[src/rtl/out_uart.sv]
// Output-port UART: buffers 16-bit words from the core in a FIFO and sends each one as two
// 8N1 frames, high byte first. The block never stalls the core; words that do not fit are dropped.
module out_uart #(
  parameter int unsigned CLKS_PER_BIT = 434,
  parameter int unsigned DEPTH        = 8
) (
  input  logic                     clk,
  input  logic                     reset,
  input  logic                     out_en,
  input  logic [15:0]              out_dat,
  output logic                     tx,
  output logic                     busy,
  output logic [$clog2(DEPTH):0]   count,
  output logic                     overflow
);

  localparam int unsigned PW = $clog2(DEPTH);
  localparam int unsigned CW = PW + 1;
  localparam int unsigned TW = $clog2(CLKS_PER_BIT);
  localparam logic [TW-1:0] BitLoad = TW'(CLKS_PER_BIT - 1);
  localparam logic [CW-1:0] Full    = CW'(DEPTH);

  typedef enum logic [1:0] {StIdle, StStart, StData, StStop} state_e;

  state_e          state_q, state_d;
  logic [15:0]     mem_q [DEPTH];
  logic [PW-1:0]   wr_ptr_q, rd_ptr_q;
  logic [CW-1:0]   count_q;
  logic            overflow_q;
  logic [15:0]     hold_q, hold_d;
  logic            hi_lo_q, hi_lo_d;
  logic [2:0]      bit_idx_q, bit_idx_d;
  logic [TW-1:0]   timer_q, timer_d;
  logic            tx_q, tx_d;
  logic            pop, push, bit_done, fifo_nonempty;
  logic [7:0]      byte_d;

  assign fifo_nonempty = (count_q != '0);
  assign bit_done      = (timer_q == '0);
  // A pop in the same cycle frees a slot, so a full FIFO can still accept.
  assign push          = out_en && ((count_q != Full) || pop);

  always_ff @(posedge clk or negedge reset) begin
    if (!reset) begin
      wr_ptr_q   <= '0;
      rd_ptr_q   <= '0;
      count_q    <= '0;
      overflow_q <= 1'b0;
    end else begin
      if (push) wr_ptr_q <= wr_ptr_q + PW'(1);
      if (pop)  rd_ptr_q <= rd_ptr_q + PW'(1);
      if (push && !pop)      count_q <= count_q + CW'(1);
      else if (pop && !push) count_q <= count_q - CW'(1);
      if (out_en && !push) overflow_q <= 1'b1;
    end
  end

  always_ff @(posedge clk) begin
    if (push) mem_q[wr_ptr_q] <= out_dat;
  end

  // Transmitter state register
  always_ff @(posedge clk or negedge reset) begin
    if (!reset) begin
      state_q   <= StIdle;
      hold_q    <= '0;
      hi_lo_q   <= 1'b0;
      bit_idx_q <= '0;
      timer_q   <= '0;
      tx_q      <= 1'b1;
    end else begin
      state_q   <= state_d;
      hold_q    <= hold_d;
      hi_lo_q   <= hi_lo_d;
      bit_idx_q <= bit_idx_d;
      timer_q   <= timer_d;
      tx_q      <= tx_d;
    end
  end

  // Transmitter next state
  always_comb begin
    state_d   = state_q;
    hold_d    = hold_q;
    hi_lo_d   = hi_lo_q;
    bit_idx_d = bit_idx_q;
    timer_d   = bit_done ? timer_q : timer_q - TW'(1);
    pop       = 1'b0;
    unique case (state_q)
      StIdle: begin
        if (fifo_nonempty) begin
          pop     = 1'b1;
          hold_d  = mem_q[rd_ptr_q];
          hi_lo_d = 1'b0;
          timer_d = BitLoad;
          state_d = StStart;
        end
      end
      StStart: begin
        if (bit_done) begin
          bit_idx_d = '0;
          timer_d   = BitLoad;
          state_d   = StData;
        end
      end
      StData: begin
        if (bit_done) begin
          timer_d = BitLoad;
          if (bit_idx_q == 3'd7) state_d = StStop;
          else                   bit_idx_d = bit_idx_q + 3'd1;
        end
      end
      StStop: begin
        if (bit_done) begin
          timer_d = BitLoad;
          if (!hi_lo_q) begin
            hi_lo_d = 1'b1;
            state_d = StStart;
          end else if (fifo_nonempty) begin
            pop     = 1'b1;
            hold_d  = mem_q[rd_ptr_q];
            hi_lo_d = 1'b0;
            state_d = StStart;
          end else begin
            state_d = StIdle;
          end
        end
      end
      default: state_d = StIdle;
    endcase
  end

  // Line level is decoded from the next state so tx is a clean register output.
  always_comb begin
    byte_d = hi_lo_d ? hold_d[7:0] : hold_d[15:8];
    tx_d   = 1'b1;
    unique case (state_d)
      StStart: tx_d = 1'b0;
      StData:  tx_d = byte_d[bit_idx_d];
      default: tx_d = 1'b1;
    endcase
  end

  assign tx       = tx_q;
  assign busy     = (state_q != StIdle) || fifo_nonempty;
  assign count    = count_q;
  assign overflow = overflow_q;

endmodule

[config.mk]
export PLATFORM = sky130hd
export DESIGN_NAME = out_uart
export DESIGN_NICKNAME = d
export VERILOG_FILES = /design/src/rtl/out_uart.sv
export SDC_FILE = /design/constraint.sdc
export NUM_CORES = 1
export LEC_CHECK = 0
export ABC_AREA = 1
export BUFFER_PORTS_ARGS = -buffer_cell sky130_fd_sc_hd__clkbuf_2
export CAP_MARGIN = 20
export CORE_ASPECT_RATIO = 1.4
export CORE_MARGIN = 2
export CORE_UTILIZATION = 60
export DETAILED_ROUTE_END_ITERATION = 8
export GPL_TIMING_DRIVEN = 0
export MAX_ROUTING_LAYER = met4
export PLACE_DENSITY = 0.88
export SKIP_LAST_GASP = 1
export SYNTH_ARGS = -nofsm -noshare
export SYNTH_HDL_FRONTEND = slang
export SYNTH_SLANG_ARGS = --single-unit
export TNS_END_PERCENT = 100
[constraint.sdc]
create_clock -name clk -period 7.7 [get_ports clk]
set_input_delay 1.155 -clock clk [delete_from_list [all_inputs] [get_ports clk]]
set_output_delay 1.155 -clock clk [all_outputs]
set_load 0.01 [all_outputs]
==> impl_metrics.csv <==
group,metric,value,unit
outcome,run_status,"completed",
synthesis,synth_area,0.00775,mm^2
synthesis,postSynthRegisterBits,171,
route,detail_route.vias_per_cell,6.07,
clock_tree,cts-root-buf,"clkbuf_16",
timing,final.setup.tns,0,ns
critical_path,worst-r2r-cell-count,21,
hold_path,hp-class,"reg -> reg",
critical_path,critical_path.startpoint_type,"flop",
timing,post-route-period-util,0.403,
route,drt_iter0_drc,680,
placement,placer_s_final_routability_congestion_estimate,0.846,
cells_and_area,filler_cells,849,
pwr,power.static_leakage,3.76,nW
placement,placed_area,0.00821,mm^2
synthesis,yosys_warnings,0,
die,placeable_core_region,0.0128,mm^2
die,num_rows,49,
clock_tree,clkSinkCount,171,
critical_path,critical_path_peak_fanout,7,
global_routing,pin_count_of_the_biggest_net_entering_global_routing,44,
die,die_area,0.0139,mm^2
clock_tree,postCtsSetupRepairBufs,0,
cells_and_area,final_layout_size_suffix_gt1_frac,0.185,
clock_tree,clk_latency,0.44,ns
timing,worst-slew-pin-transition,0.730,ns
timing,final.setup_skew,0.00981,ns
route,ant_nets,0,
synthesis,number_of_instances_in_the_synthesized_netlist,743,
critical_path,critical_path.max_stage_delay,0.38,ns
die,starting_density_of_the_core,0.608,
critical_path,worstPathArrival,3.43,ns
route,wl_per_cell,19.8,um
pwr,p_per_area,267,mW/mm^2
clock_tree,htree_levels,4,
synthesis,synth.net_count,776,
timing,time_the_worst_path_needs_with_i_o_delays_and_setup,3.10,ns
die,floorplan.die.width,100,um
critical_path,timing.critical_path.to_type,"flop",
clock_tree,clk_transition_reported_paths,0.08,ns
route,detail_route.drc_violations,0,
synthesis,yosysTopAreaCellShare,0.496,
cells_and_area,mostFrequentLayoutCells,"nand2_1, edfxtp_1, nand3_1",
cells_and_area,stdcell_area,0.00887,mm^2
cells_and_area,layout.nets,829,
synthesis,yosysUniqueCellTypes,38,
clock_tree,cts_buffer_depth,2,
cells_and_area,finish.cell_count_without_fillers,962,
route,dr_total_vias,5844,
critical_path,worstPathCellList,"inv_1 > ha_1 > inv_1 > nor2_4 > nand2_2 > nor2_4 > nand3_2 > nand2_4 > nand2_4 > nand2_1 > nand2_1 > inv_1 > ha_1 > inv_1 > ha_1 > a21o_1 > a21oi_1 > nand2_1 > nand2_1 > nor2_1 > xor2_1",
die,design.portCount,26,
placement,placedCellCount,929,
critical_path,crit_slowest_cell,"dfrtp_1",
timing,fmaxAchievable,0.323,GHz
cells_and_area,n_diodes,0,
timing,setup-violations-final,0,
synthesis,yosysTopAreaCell,"edfxtp_1",
cells_and_area,layout.cells.most_common,"nand2_1",
pwr,irDropWorstVdd,0.293,mV
synthesis,ys_seq_area_frac,0.635,
global_routing,grt_pass1_vias,5967,
timing,max_slew_margin,0.513,
route,totalWireLength,19.0,mm
placement,numPortBuffers,25,
placement,detailed_placement_wirelength_estimate,11.6,mm
clock_tree,cts_buffer_count,17,
timing,slew_viol_final,0,
hold_path,worstHoldPathCells,1,
route,drt_first_pass_iters,9,
global_routing,grt_antenna_before_repair,0,
cells_and_area,relative_area_change_from_synthesis_to_final_layout,14.4,%
synthesis,ys_top_cells_by_area,"edfxtp_1, dfrtp_1, nand2_1, nand3_1, inv_1",
synthesis,syn-mean-instance-area,10.4,um^2
global_routing,grt_overflow,0,
die,die-height,138,um
critical_path,critPathRequiredTime,8.03,ns
timing,finalHoldViolCount,0,
clock_tree,number_of_instances_resized_during_post_cts_repair,0,
global_routing,grt_first_pass_wirelength,29.7,mm
clock_tree,tritoncts,"yes",
timing,rsz0062_at_grt,"no",
run,max_cap_viol_count,0,
critical_path,worst-setup-path-type,"reg -> reg",
global_routing,total_global_route_track_usage,0.293,
clock_tree,cts_hold_buffers,0,
logic make-up after synthesis:
logic type	share of synthesized area
simple gates	0.240
flops	0.635
buf+inv	0.0544
compound gates	0.0399
fa+ha+maj	0.0236
xor+xnor	0.00791
state kept, by name (all words and copies together), names as in the netlist:
name / flops
wr_ptr_q: 3
state_q: 2
bit_idx_q: 3
hi_lo_q: 1
count: 4
overflow: 1
hold_q: 16
rd_ptr_q: 3
mem_q: 128
timer_q: 9
tx: 1
cell type report:
type | instances | area, um^2 | area share
tap | 153 | 191 | 0.0216
timing repair buffer | 34 | 265 | 0.0299
multi-input combinational | 480 | 2430 | 0.274
buffer | 29 | 185 | 0.0209
sequential | 171 | 4920 | 0.555
inverter | 63 | 236 | 0.0267
clock buffer | 17 | 425 | 0.0480
clock inverter | 15 | 215 | 0.0243
worst paths after layout:
check,start,end,slack [ns]
hold / removal,overflow$_DFFE_PN0P_,overflow$_DFFE_PN0P_,0.48
setup / recovery,timer_q[0]$_DFF_PN0_,count[3]$_DFFE_PN0P_,4.60
max in group asynchronous,reset,tx$_DFF_PN1_,6.65
setup reg to reg,timer_q[0]$_DFF_PN0_,count[3]$_DFFE_PN0P_,4.60
hold reg to reg,overflow$_DFFE_PN0P_,overflow$_DFFE_PN0P_,0.48
min in group asynchronous,reset,hold_q[10]$_DFF_PN0_,0.55
routing by layer:
layer	vias to the layer above	share of wire	GRT usage
met2	376	0.51	0.495
met5	-	0	-
met1	2752	0.34	0.312
met4	0	0.062	0.180
li1	2599	-	-
met3	117	0.088	0.0581
synthesized netlist by cell type (all sizes together):
master and instances:
ha 13, clkbuf 6, a21oi 10, nand2 244
dfrtp 42, dfstp 1, xor2 5, a22oi 1
nand3 117, o22ai 2, xnor2 2, a21o 1
a31o 2, o21ai 29, inv 62, edfxtp 128
nor2 44, clkinv 1, o31ai 1, or2 1
o211ai 3, fa 1, a221oi 1, and3b 1
buf 23, nand4 2
metrics by stage:
step	hold slack [ns]	utilization	power (mW)	worst slack, ns
2_1_floorplan	0.444	-	1.34	5.00
5_1_grt	0.491	0.696	2.44	4.37
3_5_place_dp	0.462	0.644	1.47	4.59
4_1_cts	0.482	0.694	2.36	4.59
3_3_place_gp	0.454	0.633	1.42	4.14
6_report	0.476	0.696	2.37	4.60
report_power, final:
group	total, mW	switching (mW)	leakage [nW]	internal, mW
Sequential	1.17	0.0496	1.68	1.12
Clock	0.904	0.427	0.310	0.477
Combinational	0.299	0.198	1.78	0.100
Total	2.37	0.674	3.76	1.70
worst max-delay path, delay by kind of cell (launching register included):
family          cells  cell delay [ns]
buf+inv             4             0.41
compound gates      2             0.35
fa+ha+maj           3             0.68
flops               1             0.38
xor+xnor            1             0.13
simple gates       11             1.04
Note: power is estimated with default switching activity, not from simulation.
